`src/rtl/store_buffer.sv`:
```
// ============================================================================
// store_buffer
//   Retires core stores into a small circular FIFO and drains them one entry
//   at a time to main memory over a req/ack handshake. Younger loads are
//   checked against the buffered entries so they observe stores that have
//   not yet reached memory.
//
//   Build option:
//     STORE_FWD_EN  defined   -> store-to-load data forwarding is present.
//                   undefined -> no forwarding; any address-word match on a
//                                buffered entry raises fwd_conflict so the
//                                core stalls until that entry drains.
// ============================================================================
module store_buffer #(
   parameter int DATA_WIDTH = 32,
   parameter int DEPTH      = 4
) (
   input  logic                     clk,
   input  logic                     rst_n,
   // store port from the core
   input  logic                     st_valid,
   output logic                     st_ready,
   input  logic [DATA_WIDTH-1:0]    st_addr,
   input  logic [DATA_WIDTH-1:0]    st_data,
   input  logic                     st_byte,
   // flush control
   input  logic                     flush,
   output logic                     flush_done,
   // load forwarding lookup
   input  logic [DATA_WIDTH-1:0]    ld_addr,
   input  logic                     ld_byte,
   output logic                     fwd_hit,
   output logic [DATA_WIDTH-1:0]    fwd_data,
   output logic                     fwd_conflict,
   // memory write port
   output logic                     mem_req,
   input  logic                     mem_ack,
   output logic [DATA_WIDTH-1:0]    mem_addr,
   output logic [DATA_WIDTH-1:0]    mem_wdata,
   output logic                     mem_byte,
   // occupancy
   output logic [$clog2(DEPTH):0]   count,
   output logic                     empty,
   output logic                     full
);

   localparam int PTR_W = $clog2(DEPTH);
   localparam int CNT_W = PTR_W + 1;

   typedef enum logic {
      S_RUN   = 1'b0,
      S_FLUSH = 1'b1
   } state_t;

   // ---------------------------------------------------------------------
   // Entry storage and queue bookkeeping
   // ---------------------------------------------------------------------
   logic [DATA_WIDTH-1:0] r_addr [DEPTH];
   logic [DATA_WIDTH-1:0] r_data [DEPTH];
   logic [DEPTH-1:0]      r_byte;
   logic [DEPTH-1:0]      r_valid;

   logic [PTR_W-1:0]      r_head;
   logic [PTR_W-1:0]      r_tail;
   logic [CNT_W-1:0]      r_count;
   logic                  r_empty;
   logic                  r_full;

   state_t                r_state;
   state_t                w_state_next;
   logic                  r_flush_done;
   logic                  w_flush_done_next;

   logic                  w_st_ready;
   logic                  w_push;
   logic                  w_pop;
   logic [CNT_W-1:0]      w_count_next;

   // Handshake qualifiers: a push needs a free slot and RUN; a pop needs a
   // live head entry, so an ack with no request is ignored.
   assign w_push = st_valid && w_st_ready;
   assign w_pop  = !r_empty && mem_ack;

   // Occupancy after this edge; shared by the flags and the flush FSM.
   always_comb begin
      // NOTE: every combinational output gets a default first so no path
      // through the block leaves it unassigned (which would infer a latch).
      w_count_next = r_count;
      unique case ({w_push, w_pop})
         2'b10:   w_count_next = r_count + CNT_W'(1);
         2'b01:   w_count_next = r_count - CNT_W'(1);
         default: w_count_next = r_count;
      endcase
   end

   // Entry payload write at the tail.
   // NOTE: the payload array is deliberately not reset; r_valid gates every
   // use of it, so clearing the data would only cost reset fan-out.
   always_ff @(posedge clk) begin
      if (w_push) begin
         r_addr[r_tail] <= st_addr;
         r_data[r_tail] <= st_data;
         r_byte[r_tail] <= st_byte;
      end
   end

   // Pointers, per-entry valid bits and registered occupancy flags.
   always_ff @(posedge clk) begin
      // NOTE: sequential state is updated with non-blocking assignments so
      // every flop samples pre-edge values regardless of statement order.
      if (!rst_n) begin
         r_head  <= '0;
         r_tail  <= '0;
         r_count <= '0;
         r_empty <= 1'b1;
         r_full  <= 1'b0;
         r_valid <= '0;
      end else begin
         if (w_push) begin
            r_tail          <= r_tail + PTR_W'(1);
            r_valid[r_tail] <= 1'b1;
         end
         if (w_pop) begin
            r_head          <= r_head + PTR_W'(1);
            r_valid[r_head] <= 1'b0;
         end
         r_count <= w_count_next;
         r_empty <= (w_count_next == '0);
         r_full  <= (w_count_next == CNT_W'(DEPTH));
      end
   end

   // ---------------------------------------------------------------------
   // Flush FSM
   // ---------------------------------------------------------------------

   // State register, plus the registered flush_done pulse.
   always_ff @(posedge clk) begin
      if (!rst_n) begin
         r_state      <= S_RUN;
         r_flush_done <= 1'b0;
      end else begin
         r_state      <= w_state_next;
         r_flush_done <= w_flush_done_next;
      end
   end

   // Next state: leave FLUSH on the edge the buffer is (or becomes) empty.
   always_comb begin
      w_state_next = r_state;
      unique case (r_state)
         S_RUN:   if (flush)               w_state_next = S_FLUSH;
         S_FLUSH: if (w_count_next == '0)  w_state_next = S_RUN;
         default:                          w_state_next = S_RUN;
      endcase
   end

   // State-dependent outputs: stores are refused while flushing.
   always_comb begin
      w_st_ready        = 1'b0;
      w_flush_done_next = 1'b0;
      unique case (r_state)
         S_RUN:   w_st_ready        = !r_full;
         S_FLUSH: w_flush_done_next = (w_count_next == '0);
         default: w_st_ready        = 1'b0;
      endcase
   end

   // ---------------------------------------------------------------------
   // Load forwarding
   // ---------------------------------------------------------------------
`ifdef STORE_FWD_EN
   logic                  w_fwd_hit;
   logic                  w_fwd_conflict;
   logic [DATA_WIDTH-1:0] w_fwd_data;

   // Walk entries youngest-first (tail-1 backwards). A byte entry in a
   // different lane than a byte load is transparent; the first entry that
   // decides the outcome stops the search.
   always_comb begin
      logic                  l_done;
      logic [PTR_W-1:0]      l_idx;
      logic [DATA_WIDTH-1:0] l_shift;
      w_fwd_hit      = 1'b0;
      w_fwd_conflict = 1'b0;
      w_fwd_data     = '0;
      l_done         = 1'b0;
      l_idx          = '0;
      l_shift        = '0;
      for (int k = 0; k < DEPTH; k++) begin
         l_idx = r_tail - PTR_W'(k) - PTR_W'(1);
         if (!l_done && r_valid[l_idx] &&
             (r_addr[l_idx][DATA_WIDTH-1:2] == ld_addr[DATA_WIDTH-1:2])) begin
            if (!r_byte[l_idx]) begin
               // word entry covers every lane
               w_fwd_hit = 1'b1;
               l_done    = 1'b1;
               if (ld_byte) begin
                  l_shift    = r_data[l_idx] >> {ld_addr[1:0], 3'b000};
                  w_fwd_data = {{(DATA_WIDTH-8){1'b0}}, l_shift[7:0]};
               end else begin
                  w_fwd_data = r_data[l_idx];
               end
            end else if (ld_byte) begin
               if (r_addr[l_idx][1:0] == ld_addr[1:0]) begin
                  w_fwd_hit  = 1'b1;
                  w_fwd_data = {{(DATA_WIDTH-8){1'b0}}, r_data[l_idx][7:0]};
                  l_done     = 1'b1;
               end
            end else begin
               // byte entry cannot supply a whole word
               w_fwd_conflict = 1'b1;
               l_done         = 1'b1;
            end
         end
      end
   end

   assign fwd_hit      = w_fwd_hit;
   assign fwd_conflict = w_fwd_conflict;
   assign fwd_data     = w_fwd_data;
`else
   logic w_fwd_conflict;
   logic w_unused_fwd;

   // Without forwarding, any live entry in the same word blocks the load.
   always_comb begin
      w_fwd_conflict = 1'b0;
      for (int k = 0; k < DEPTH; k++) begin
         if (r_valid[PTR_W'(k)] &&
             (r_addr[PTR_W'(k)][DATA_WIDTH-1:2] == ld_addr[DATA_WIDTH-1:2]))
            w_fwd_conflict = 1'b1;
      end
   end

   // Size and lane of the load do not matter when only stalling.
   assign w_unused_fwd = ^{ld_byte, ld_addr[1:0]};

   assign fwd_hit      = 1'b0;
   assign fwd_conflict = w_fwd_conflict;
   assign fwd_data     = '0;
`endif

   // ---------------------------------------------------------------------
   // Outputs
   // ---------------------------------------------------------------------
   assign st_ready   = w_st_ready;
   assign flush_done = r_flush_done;
   assign mem_req    = !r_empty;
   assign mem_addr   = r_addr[r_head];
   assign mem_wdata  = r_data[r_head];
   assign mem_byte   = r_byte[r_head];
   assign count      = r_count;
   assign empty      = r_empty;
   assign full       = r_full;

endmodule

```
`config.mk`:
```
export PLATFORM = sky130hd
export DESIGN_NAME = store_buffer
export DESIGN_NICKNAME = d
export VERILOG_FILES = /design/src/rtl/store_buffer.sv
export SDC_FILE = /design/constraint.sdc
export NUM_CORES = 1
export LEC_CHECK = 0
export CORE_MARGIN = 2
export CORE_UTILIZATION = 45
export DETAILED_ROUTE_END_ITERATION = 7
export GPL_TIMING_DRIVEN = 0
export HOLD_SLACK_MARGIN = 0.12
export PLACE_DENSITY = 0.71
export SYNTH_ARGS = -nofsm -noshare
export SYNTH_HDL_FRONTEND = slang
export SYNTH_SLANG_ARGS = --single-unit
```
`constraint.sdc`:
```
create_clock -name clk -period 4.79 [get_ports clk]
set_clock_uncertainty 0.1 [all_clocks]
set_input_delay 0.958 -clock clk [delete_from_list [all_inputs] [get_ports clk]]
set_output_delay 0.958 -clock clk [all_outputs]
set_load 0.05 [all_outputs]
```
==> results of run 1 <==
worst min-delay path: stages, from the launching register on:
cell	delay (ns)
dfxtp_1	0.34
nand2_1	0.09
nor2b_1	0.04
layout make-up:
cell class | count | area, um^2
plain buffers | 49 | 333
clock buffers | 36 | 752
clock inverters | 15 | 184
fillers | 1800 | 9840
inverters | 6 | 22.5
multi-input cells | 228 | 2640
flip-flops and latches | 275 | 8110
well taps | 324 | 405
repair buffers | 177 | 1820
power groups by stage:
stage                     clock (W)  combinational, W  sequential (W)
after global placement            0           0.00213         0.00305
final                       0.00218           0.00216         0.00299
after detailed placement          0           0.00218         0.00304
after global routing        0.00234           0.00227         0.00301
after floorplan                   0           0.00138         0.00309
after CTS                   0.00224           0.00219         0.00299
stage by stage:
step                      setup TNS [ns]  setup slack [ns]  hold slack [ns]  total power, W  instances
final                                  0             0.152            0.414         0.00733       1110
after detailed placement               0             0.143            0.395         0.00522       1059
after global placement            -86.42            -0.347            0.375         0.00518       1055
after floorplan                        0              1.26            0.364         0.00447        558
after CTS                              0             0.125            0.410         0.00742       1110
after global routing                   0            0.0910            0.432         0.00762       1110
cell usage in the layout (no fill, tap or decap), types with 2 or more instances in the layout:
| cell type | instances |
|---|---|
| clkinv_1 | 3 |
| xor2_1 | 31 |
| conb_1 | 33 |
| buf_4 | 39 |
| nor3_1 | 2 |
| o22ai_1 | 2 |
| clkinv_2 | 3 |
| ha_1 | 7 |
| inv_1 | 6 |
| a21oi_1 | 3 |
| dfxtp_1 | 15 |
| edfxtp_1 | 260 |
| xnor2_1 | 34 |
| clkinvlp_4 | 5 |
| clkbuf_1 | 9 |
| clkbuf_16 | 29 |
| clkdlybuf4s50_1 | 173 |
| or4_1 | 2 |
| nor2_1 | 4 |
| nand4_1 | 10 |
| nor3b_1 | 2 |
| nor2b_1 | 5 |
| buf_1 | 6 |
| and2_1 | 5 |
| o211a_1 | 3 |
| buf_12 | 3 |
| nand2_1 | 4 |
| bufinv_16 | 4 |
| mux4_2 | 64 |
| and2_4 | 4 |
| nor4_1 | 6 |
flip-flops by register name, indices dropped and copies added (netlist names), named ones only:
signal	count
r_addr	128
r_valid	2
r_data	128
r_byte	4
empty	1
count	3
r_head	2
r_tail	2
flush_done	1
r_state	1
full	1
metal layers:
metal / global-route usage, % / vias up / part of all wire [%]
met5: 0 / - / 0.13
met4: 3.81 / 4 / 1.6
met3: 4.73 / 30 / 8.8
met2: 31.0 / 230 / 50
met1: 22.5 / 2788 / 39
li1: - / 2531 / -
path summary, 6_finish.rpt:
path,endpoint
setup / recovery,fwd_conflict
hold / removal,flush_done
setup reg to reg,r_state
hold reg to reg,flush_done
cells by family after synthesis:
family	after synthesis	share of synthesized area, %
other cells	1	0.0342
buf+inv	55	3.24
fa+ha+maj	8	0.981
compound gates	10	0.650
xor+xnor	65	5.19
flops	275	73.9
simple gates	46	2.53
mux	66	13.5
==> summary.md, run 1 <==
| Metric | Value |
|---|---|
| Status | complete, no violations |
| R2R Path Start | r_state |
| Post-DP HPWL | around 16000 um |
| Htree depth | 1 |
| Pwr Density | 514 nW/um^2 |
| Antenna Cells | 0 |
| CTS resizes | 0 |
| Drt first pass iters | 4 |
| Synth Warn # | 0 |
| Antenna-violating nets left | 0 |
| Clock buffer depth | 3 |
| Final core occ | 59.2% |
| Row cnt | 57 |
| Finish-stage setup viols | 0 |
| Library cells used by synthesis | 32 |
| Crit path top cell by count | clkdlybuf4s50_1 |
| Max_cap viols | 0 |
| Synth area leader | edfxtp_1 |
| Starting Density | 45.5% |
| Setup crit start | ld_addr[4] |
| Top-area cell type share of the netlist area | 71.2% |
| RSZ-0062 raised after global routing | no |
| CP max stage delay | approximately 0.84 ns |
| Die width | roughly 160 um |
| Synth Instances | 526 |
| I/O Pins | 210 |
| Worst hold path class | flop to flop |
| Synth cell count leaders | edfxtp_1, mux4_2, buf_4 |
| Slew HR | 42.8% |
| Final #Nets | 876 |
| Clock Latency Late Sink | 0.52 ns |
| Synth Register Bits | 275 |
| Peak fanout along the critical path | 2 |
| Hold Vio Cnt, Final | 0 |
| Count of input and output buffers | ~170 |
| Vias in the first global route | 6035 |
| Top_reg_cell synth | edfxtp_1 |
| Layout overhead on the synthesized area | 30.0% |
| Die area | roughly 26000 um^2 |
| Total gr overflow | 0 |
| Most frequent cell after synthesis | edfxtp_1 |
| GP Congestion | roughly 0.77 |
| Drt initial violations | 254 |
| Setup Buffers After CTS | 0 |
| CTS tree | built |
| Syn Std Cell Area | 11000 um^2 |
| Switching power | 0.00229 W |
| Worst path top cell family by delay | buffers and inverters |
| Top post-synthesis cells by area | edfxtp_1, mux4_2, dfxtp_1, xnor2_1, buf_4 |
| Vias per cell | 5.03 |
| FFs w/ async S/R, synth | 0% |
| WP data required | 3.73 ns |
| Internal power | between 0.005 and 0.006 W |
| Sw frac | 31.3% |
| First-pass GRT wire length | roughly 35000 um |
| Clock power share | ~30% |
| Core Box Area | 24100 um^2 |
| CTS Hold Bufs | 0 |
| Minimum clock period | 4.64 ns |
| Combinational power share | 29.5% |
| Worst-Margin Slew | roughly 0.86 ns |
| Sequential-to-total area share from yosys stat | 73.9% |
| Final worst path period share | a little over nine tenths |
| Buf/Inv on CP | 2 |
| Worst vdd ir | 424 uV |
| Clock slew at reported path FFs | 0.06 ns |
| Critical Path Stages | 6 |
| FF-to-FF setup slack | 2.11 ns |
| Max-slew violation count | 0 |
| CP Cell Sequence | clkdlybuf4s50_1 -> xnor2_1 -> nand4_1 -> or4_1 -> o22ai_1 -> clkdlybuf4s50_1 |
| Initial antenna violation count | 3 |
| Root Buffer | clkbuf_16 |
| WP data arrival | 3.58 ns |
| DRC errors left | 0 |
| Post-synth EDFFs | 260 |
| Setup CP Type | primary input to output port |
| Gr usage total | between 15 and 20% |
| Hold path depth | 2 |
| Flop pwr share | 40.8% |
| Hold path startpoint | r_state |
| Fmax achieved | 216 MHz |
| Setup crit end kind | output port |
| Clock sink count | 275 |
| Drt wl/cell | 20.7 um |
| Placed instance area | 13300 um^2 |
| Largest net degree at the start of global routing | 56 |
| Leak pwr | 4.73 nW |
| Reg2reg path depth | 8 |
| DRT Wirelength | 23000 um |
| Post-route cell area | ~14000 um^2 |
| Mean Syn Cell Area | 20.9 um^2 |
| Startpoint Class | primary input |
| Num CTS Buffers | 28 |
| Share of cells above drive strength 1 | approximately a fifth |
| Via count | 5583 |
| Die height | around 160 um |
| Critical Path Slowest Stage Cell | clkdlybuf4s50_1 |
Power figures use the tool's default switching activity.
==> run 2: changes to the inputs <==
- ABC_CLOCK_PERIOD_IN_PS: unset -> 4790
- SLEW_MARGIN: unset -> 20
==> run 2 against run 1 <==
Effect of this change:
- count of clock-buffer cells in the layout is 2 lower
- flip-flop and latch count stayed put
- routed wire length is 0.53% higher
- first-iteration DRC count is 1.6% lower
- largest cell class unchanged
- largest power group unchanged
- highest routed layer unchanged
==> summary.md, run 2 (same netlist as run 1, synthesis figures left out) <==
| Metric | Value |
|---|---|
| I/O Pins | 210 |
| DRT Wirelength | 23100 um |
| CTS Hold Bufs | 0 |
| Startpoint Class | primary input |
| Routed wl met3 | roughly 1600 um |
| Count of input and output buffers | roughly 170 |
| Worst path top cell family by delay | buffers and inverters |
| WP data arrival | 3.58 ns |
| DRC errors left | 0 |
| Drt initial violations | 250 |
| Die height | 160 um |
| Num CTS Buffers | 28 |
| First-pass GRT wire length | 35000 um |
| Share of cells above drive strength 1 | approximately a fifth |
| Htree depth | 1 |
| Largest net degree at the start of global routing | 36 |
| Peak fanout along the critical path | 2 |
| Max-slew violation count | 0 |
| Gr usage total | between 10% and 20% |
| Number of fillers in the final layout | 1796 |
| Status | complete, no violations |
| Clock slew at reported path FFs | 0.06 ns |
| Vias per cell | 5.01 |
| Max_cap viols | 0 |
| Crit path top cell by count | clkdlybuf4s50_1 |
| Setup crit end kind | output port |
| Final #Nets | ~880 |
| Post-DP HPWL | 15600 um |
| Critical Path Stages | 6 |
| Clock Latency Late Sink | approximately 0.53 ns |
| Final core occ | 59.3% |
| Root Buffer | clkbuf_16 |
| Slew HR | a little under two fifths |
| Clock sink count | 275 |
| Post-Place Cells | roughly 1100 |
| Top Layer Used | met5 |
| Hold Vio Cnt, Final | 0 |
| Metal-1 WL | 9430 um |
| Clock buffer depth | 3 |
| Leak pwr | ~4.8 nW |
| Total gr overflow | 0 |
| Die width | ~160 um |
| Die area | 25600 um^2 |
| Setup CP Type | primary input to output port |
| Layout overhead on the synthesized area | 30.3% |
| Setup Buffers After CTS | 0 |
| CP Cell Sequence | clkdlybuf4s50_1 -> xnor2_1 -> nand4_1 -> or4_1 -> o22ai_1 -> clkdlybuf4s50_1 |
| GP Congestion | 0.769 |
| Final worst path period share | 96.7% |
| Reg2reg path depth | 8 |
| RSZ-0062 raised after global routing | no |
| WP data required | 3.73 ns |
| Hold path depth | 1 |
| Antenna-violating nets left | 0 |
| Buf/Inv on CP | 2 |
| Core Box Area | 24100 um^2 |
| Pwr Density | 520 nW/um^2 |
| Drt wl/cell | 20.8 um |
| Vias in the first global route | 6057 |
| CTS resizes | 0 |
| Critical Path Slowest Stage Cell | clkdlybuf4s50_1 |
| Top flop regs | r_addr: 128 flops, r_data: 128 flops, r_byte: 4 flops |
| Initial antenna violation count | 3 |
| Register area | 8110 um^2 |
| Area of the multi-input gates | 2640 um^2 |
| Minimum clock period | 4.63 ns |
| Via count | ~5600 |
| Commonest non-fill, non-tap cell in the layout | edfxtp_1 |
| Most frequent cells in the layout | edfxtp_1, clkdlybuf4s50_1, mux4_2, buf_4, xnor2_1 |
| CTS tree | built |
| Row cnt | 57 |
| Worst hold path class | flop to flop |
| CP max stage delay | 0.84 ns |
| Worst vdd ir | 411 uV |
| Finish-stage setup viols | 0 |
| Drt first pass iters | 4 |
| Worst-Margin Slew | 0.941 ns |
| WL met2 | about 12000 um |
| Post-route insts no fill | roughly 1100 |
| Fmax achieved | 216 MHz |
| Starting Density | a little under half |
-- run 2: changes by cell type in the layout (fill, tap and decap cells not counted), moves of 2 or more --
| cell | change |
|---|---|
| bufinv_16 | +2 |
| clkinv_2 | +3 |
| clkinvlp_4 | -5 |
| clkbuf_1 | -2 |
-- run 2: final cells by class --
cell class / count / area share, %
Antenna cell: 1 / 0.0175
Buffer: 49 / 2.33
Clock buffer: 34 / 5.21
Clock inverter: 16 / 1.62
Inverter: 6 / 0.158
Multi-Input combinational cell: 228 / 18.4
Sequential cell: 275 / 56.7
Tap cell: 324 / 2.84
Timing Repair Buffer: 177 / 12.7
-- run 2: report_power, final --
part | leakage [nW] | internal, W | switching (W) | total (W)
logic | 1.79 | 0.000818 | 0.00134 | 0.00216
registers | 2.50 | 0.00290 | 0.0000947 | 0.00299
clock network | 0.479 | 0.00142 | 0.000864 | 0.00229
-- run 2: worst reg2reg max path: cells and delay by family, from the launching register on --
kind / cells / cell delay (ns)
buffers and inverters: 1 / 0.10
AO/OA/AOI/OAI: 3 / 0.47
adder cells (fa/ha/maj): 2 / 0.71
AND/OR/NAND/NOR: 2 / 0.84
flip-flops: 1 / 0.34
-- run 2: per-stage QoR --
stage          instance area, um^2  power, W  hold WS, ns  setup WS, ns  setup TNS (ns)
5_1_grt                      14300   0.00772        0.434         0.143               0
3_3_place_gp                 13200   0.00518        0.375        -0.347          -86.42
4_1_cts                      14300   0.00752        0.412         0.148               0
6_report                     14300   0.00744        0.412         0.157               0
2_1_floorplan                11100   0.00447        0.364          1.26               0
3_5_place_dp                 13300   0.00522        0.395         0.154               0
-- run 2: metal layers --
layer  GRT usage, %  vias to the layer above
met3           4.42                       27
met1           23.0                     2805
li1               -                     2523
met4           3.40                        4
met5              0                        -
met2           32.0                      198
-- run 2: path summary, 6_finish.rpt --
kind	end	from	slack (ns)
max	fwd_conflict	ld_addr[4]	0.16
min	r_valid[1]	r_valid[1]	0.41
max reg2reg	r_state	r_state	2.12
min reg2reg	r_valid[1]	r_valid[1]	0.41
==> run 3: changes to the inputs <==
- CELL_PAD_IN_SITES_DETAIL_PLACEMENT: unset -> 1
- CELL_PAD_IN_SITES_GLOBAL_PLACEMENT: unset -> 2
- CORE_UTILIZATION: 45 -> 42
- PLACE_DENSITY: 0.71 -> unset
- PLACE_DENSITY_LB_ADDON: unset -> 0.1
- REMOVE_ABC_BUFFERS: unset -> 1
==> run 3 against run 2 <==
Effect of this change:
- fmax rose by 3.3%
- cell area shrank 2.2%
- sequential share of layout area grew 1.3 points
- first-iteration DRC count is 2.8% higher
- flip-flop and latch count is the same
==> summary.md, run 3 (same netlist as run 1, synthesis figures left out) <==
| Metric | Value |
|---|---|
| Drt first pass iters | 4 |
| Clock slew at reported path FFs | 0.06 ns |
| DRT Wirelength | approximately 24000 um |
| Final core occ | a little over half |
| Hold Vio Cnt, Final | 0 |
| Worst vdd ir | 325 uV |
| I/O Pins | 210 |
| Crit path top cell by count | clkdlybuf4s50_1 |
| Die area | 27400 um^2 |
| Core Box Area | roughly 26000 um^2 |
| Vias in the first global route | a little over 6000 |
| Total gr overflow | 0 |
| Placed instance area | between 10000 and 15000 um^2 |
| Worst hold path class | flop to flop |
| Worst hold slack | 0.411 ns |
| Share of cells above drive strength 1 | around 16% |
| Status | complete, no violations |
| Drt initial violations | 257 |
| Clock Latency Late Sink | 0.54 ns |
| Layout overhead on the synthesized area | 27.5% |
| Setup Buffers After CTS | 0 |
| CTS tree | built |
| Pwr Density | 521 nW/um^2 |
| Clock sink count | 275 |
| Total power | approximately 0.0073 W |
| First-pass GRT wire length | 36300 um |
| Drt wl/cell | approximately 22 um |
| Htree depth | 1 |
| CP max stage delay | 0.84 ns |
| GP Congestion | roughly 0.75 |
| Vias per cell | 5.05 |
| Count of input and output buffers | 173 |
| Max-slew violation count | 0 |
| Final worst path period share | between 90% and 100% |
| WP data arrival | 3.43 ns |
| Initial antenna violation count | 3 |
| Row cnt | between 50 and 60 |
| Num CTS Buffers | 29 |
| Die width | 166 um |
| Minimum clock period | 4.49 ns |
| Die height | 166 um |
| Antenna-violating nets left | 0 |
| Setup crit end kind | output port |
| Clock buffer depth | 3 |
| Via count | 5447 |
| Most frequent cells in the layout | edfxtp_1, clkdlybuf4s50_1, mux4_2, xnor2_1, conb_1 |
| Startpoint Class | primary input |
| Peak fanout along the critical path | 2 |
| Post-route cell area | 14000 um^2 |
| RSZ-0062 raised after global routing | no |
| Gr usage total | 17.3% |
| DRC errors left | 0 |
| Worst-Margin Slew | 0.669 ns |
| Top flop regs | r_addr: 128 flops, r_data: 128 flops, r_byte: 4 flops |
| Fmax achieved | 223 MHz |
| Setup CP Type | primary input to output port |
| CP Cell Sequence | clkdlybuf4s50_1 -> xnor2_1 -> nand4_1 -> or4_1 -> o22ai_1 -> clkdlybuf4s50_1 |
| Max_cap viols | 0 |
| Root Buffer | clkbuf_16 |
| Buf/Inv on CP | 2 |
| Post-DP HPWL | 15400 um |
| Worst path top cell family by delay | buffers and inverters |
| Finish-stage setup viols | 0 |
| Leak pwr | 4.53 nW |
| Slew HR | 55.4% |
| CTS resizes | 0 |
| Final #Nets | 831 |
| Largest net degree at the start of global routing | 40 |
| Commonest non-fill, non-tap cell in the layout | edfxtp_1 |
| WP data required | roughly 3.7 ns |
| Critical Path Slowest Stage Cell | clkdlybuf4s50_1 |
| Starting Density | 42.5% |
| CTS Hold Bufs | 0 |
-- run 3: area by class of cell --
class	count	area [um^2]
Sequential cell	275	8120
Timing Repair Buffer	180	1870
Clock inverter	18	170
Fill cell	2315	11900
Multi-Input combinational cell	228	2640
Tap cell	335	419
Antenna cell	2	5.00
Clock buffer	34	744
Inverter	6	22.5
-- run 3: final timing paths --
kind	cells after the start	slack [ns]	from	end
setup / recovery	6	0.30	ld_addr[25]	fwd_conflict
hold / removal	1	0.41	r_valid[0]	r_valid[0]
setup reg to reg	8	1.92	r_state	r_state
hold reg to reg	1	0.41	r_valid[0]	r_valid[0]
-- run 3: worst reg2reg max path: stages (launching register included) --
cell	delay, ns
dfxtp_1	0.34
nor3b_2	0.54
inv_1	0.13
ha_1	0.27
fa_1	0.47
nor3b_1	0.35
nand2_1	0.14
o22ai_1	0.27
o21ai_0	0.15
-- run 3: per-layer routing --
metal  part of all wire [%]  wire (um)  GRT usage [%]
met1                     40       9510           22.1
met5                      0          0              0
met4                    1.8        421           4.16
met3                    7.2       1710           4.73
met2                     51      12000           29.6
-- run 3: report_power, final --
part           total (W)  switching [W]  internal (W)
combinational    0.00209        0.00129      0.000797
sequential       0.00304       0.000141       0.00290
clock            0.00216       0.000897       0.00127
total            0.00729        0.00233       0.00496
-- run 3: through the flow --
stage	setup TNS (ns)	setup WS, ns	instances
finish	0	0.304	1078
CTS	0	0.296	1076
global placement	-277.44	-1.99	1017
floorplan	0	0.0158	509
global route	0	0.151	1076
detailed placement	0	0.287	1024
==> edit: new RTL, config.mk and constraints of run 1 <==
Change the parameter `DEPTH` from 4 to 8.
--- a/src/rtl/store_buffer.sv
+++ b/src/rtl/store_buffer.sv
@@ -15,3 +15,3 @@
    parameter int DATA_WIDTH = 32,
-   parameter int DEPTH      = 4
+   parameter int DEPTH      = 8
 ) (
Ports: changed (resized count); port bits go from 210 to 211. No check against the original RTL was run, so the function may have changed too.
==> edit against run 1 <==
Synthesized area increased by 100%. Critical path type is now flip-flop to output port. Sequential cell count increased by 266. Setup slack got worse by 0.057 ns. Global-route usage increased by 2.7 points. Final area up 89%. Routed wire length grew 120%. Worst hold slack better by 0.073 ns. Total power up 70%. Critical endpoint is now mem_wdata[2]. Largest power group unchanged.
==> edit: results (changes against run 1) <==
* FILL cells at 3,776 (+110%)
* All-layer global routing usage at 20.4% (+2.7 points)
* First-pass GRT wire length at 74,700 um (+120%)
* Hold_ws at 0.487 ns (+0.0732 ns)
* WS Path Type: flip-flop to output port
* Share of post-route cells with drive strength above 1 at 27.1% (+7.4 points)
* Vias in the first global route at 11.5k (+91%)
* H-tree depth at 2 (+1)
* Reg2Reg Capture Point: r_data[0][11]
* Clk_lat worst skew at 0.60 ns (+0.08 ns)
* Cells after Synth at 1,069 (+100%)
* Port-buffer cells at 159 (-8.1%)
* Initial antenna violation count at 7 (+4)
* Vias per cell at 5.52 (+9.7%)
* Crit share post-route at 98.0% (+1.2 points)
* Cell Area, Placed at 0.0252 mm^2 (+89%)
* Worst hold path depth at 2 (unchanged)
* Biggest regs: r_addr: 256 flops, r_data: 256 flops, r_byte: 8 flops
* Reg2Reg Depth at 7 (-1)
* Synth top area cells: edfxtp_1 71%, mux4_2 13%, mux2_2 3.3%
* Largest net degree at the start of global routing at 27 (-52%)
* R2r setup slk at 1.95 ns (-0.16 ns)
* DRT Wirelength at 50,800 um (+120%)
* Min-Delay Endpoint: r_valid[1]
* Actual slew at the worst max-slew pin at 1.02 ns (+0.164 ns)
* Routability cong. at 0.897 (+17%)
* Dpl ws at 0.173 ns (+0.0298 ns)
* Critical Path Fanout Max at 10 (+8)
* VDD IR-drop max at 0.000299 V (-30%)
* Outcome: complete, no violations
* Post-synthesis sequential area ratio at 72.8% (-1.1 points)
* Worst path arrival time at 3.64 ns (+0.06 ns)
* Synth cell count leaders: 520 x edfxtp_1, 130 x mux4_2, 78 x xnor2_1
* Vias at 11.2k (+100%)
* First-pass DRT Iterations at 7 (+3)
* Nets@finish at 1,462 (+67%)
* Cts bufs inserted at 54 (+93%)
* Placed cells at 1,921 (+81%)
* Area Overhead vs Synth at 22.1%
* Post-synth EDFFs at 520 (+100%)
* Starting DRT DRC Count at 1,055 (+320%)
* PostCTS Resize Cnt at 7 (+7)
* Hold_sp: r_valid[1]
* Post-synth cell types at 40 (+25%)
[edit: cell count changes after synthesis, moves of 15 or more]
cell,delta
nand4_1,+15
xnor2_1,+44
xor2_1,+17
mux2_2,+65
edfxtp_1,+260
nor2_1,+15
clkbuf_1,+34
mux4_2,+66
[edit: where the power goes]
| group | total [mW] | leakage [nW] | internal [mW] | switching [mW] |
|---|---|---|---|---|
| clock | 3.96 | 0.792 | 2.19 | 1.77 |
| sequential | 5.55 | 4.88 | 5.43 | 0.116 |
| combinational | 2.94 | 2.86 | 1.21 | 1.73 |
[edit: routing by layer]
layer | global-route usage (%) | wire length [um] | up-vias | share of wire [%]
met1 | 27.3 | 21100 | 5806 | 41
met4 | 6.99 | 1530 | 8 | 3.0
met3 | 4.64 | 3550 | 100 | 7.0
met5 | 0 | 47 | - | 0.092
li1 | - | - | 4865 | -
met2 | 33.2 | 24600 | 391 | 48
[edit: layout make-up]
type / instances / share of cell area (%)
diodes: 4 / 0.0372
plain buffers: 85 / 1.77
clock buffers: 69 / 5.24
clock inverters: 31 / 0.875
inverters: 6 / 0.0931
multi-input cells: 469 / 21.2
flip-flops and latches: 541 / 59.6
well taps: 622 / 2.89
repair buffers: 198 / 8.30
[edit: cells by family (layout without fill, tap and decap cells)]
logic type / after synthesis / count (layout) / share of synthesized area [%]
simple gates: 94 / 94 / 2.46
compound gates: 15 / 15 / 0.540
flops: 541 / 541 / 72.8
xor+xnor: 126 / 126 / 5.01
fa+ha+maj: 4 / 4 / 0.227
buf+inv: 91 / 389 / 2.20
other cells: 1 / 37 / 0.0170
mux: 197 / 197 / 16.7
[edit: worst max-delay path: cells and delay by family (launching register included)]
family	cells	cell delay, ns
flops	1	0.38
mux	2	0.72
buf+inv	3	1.92
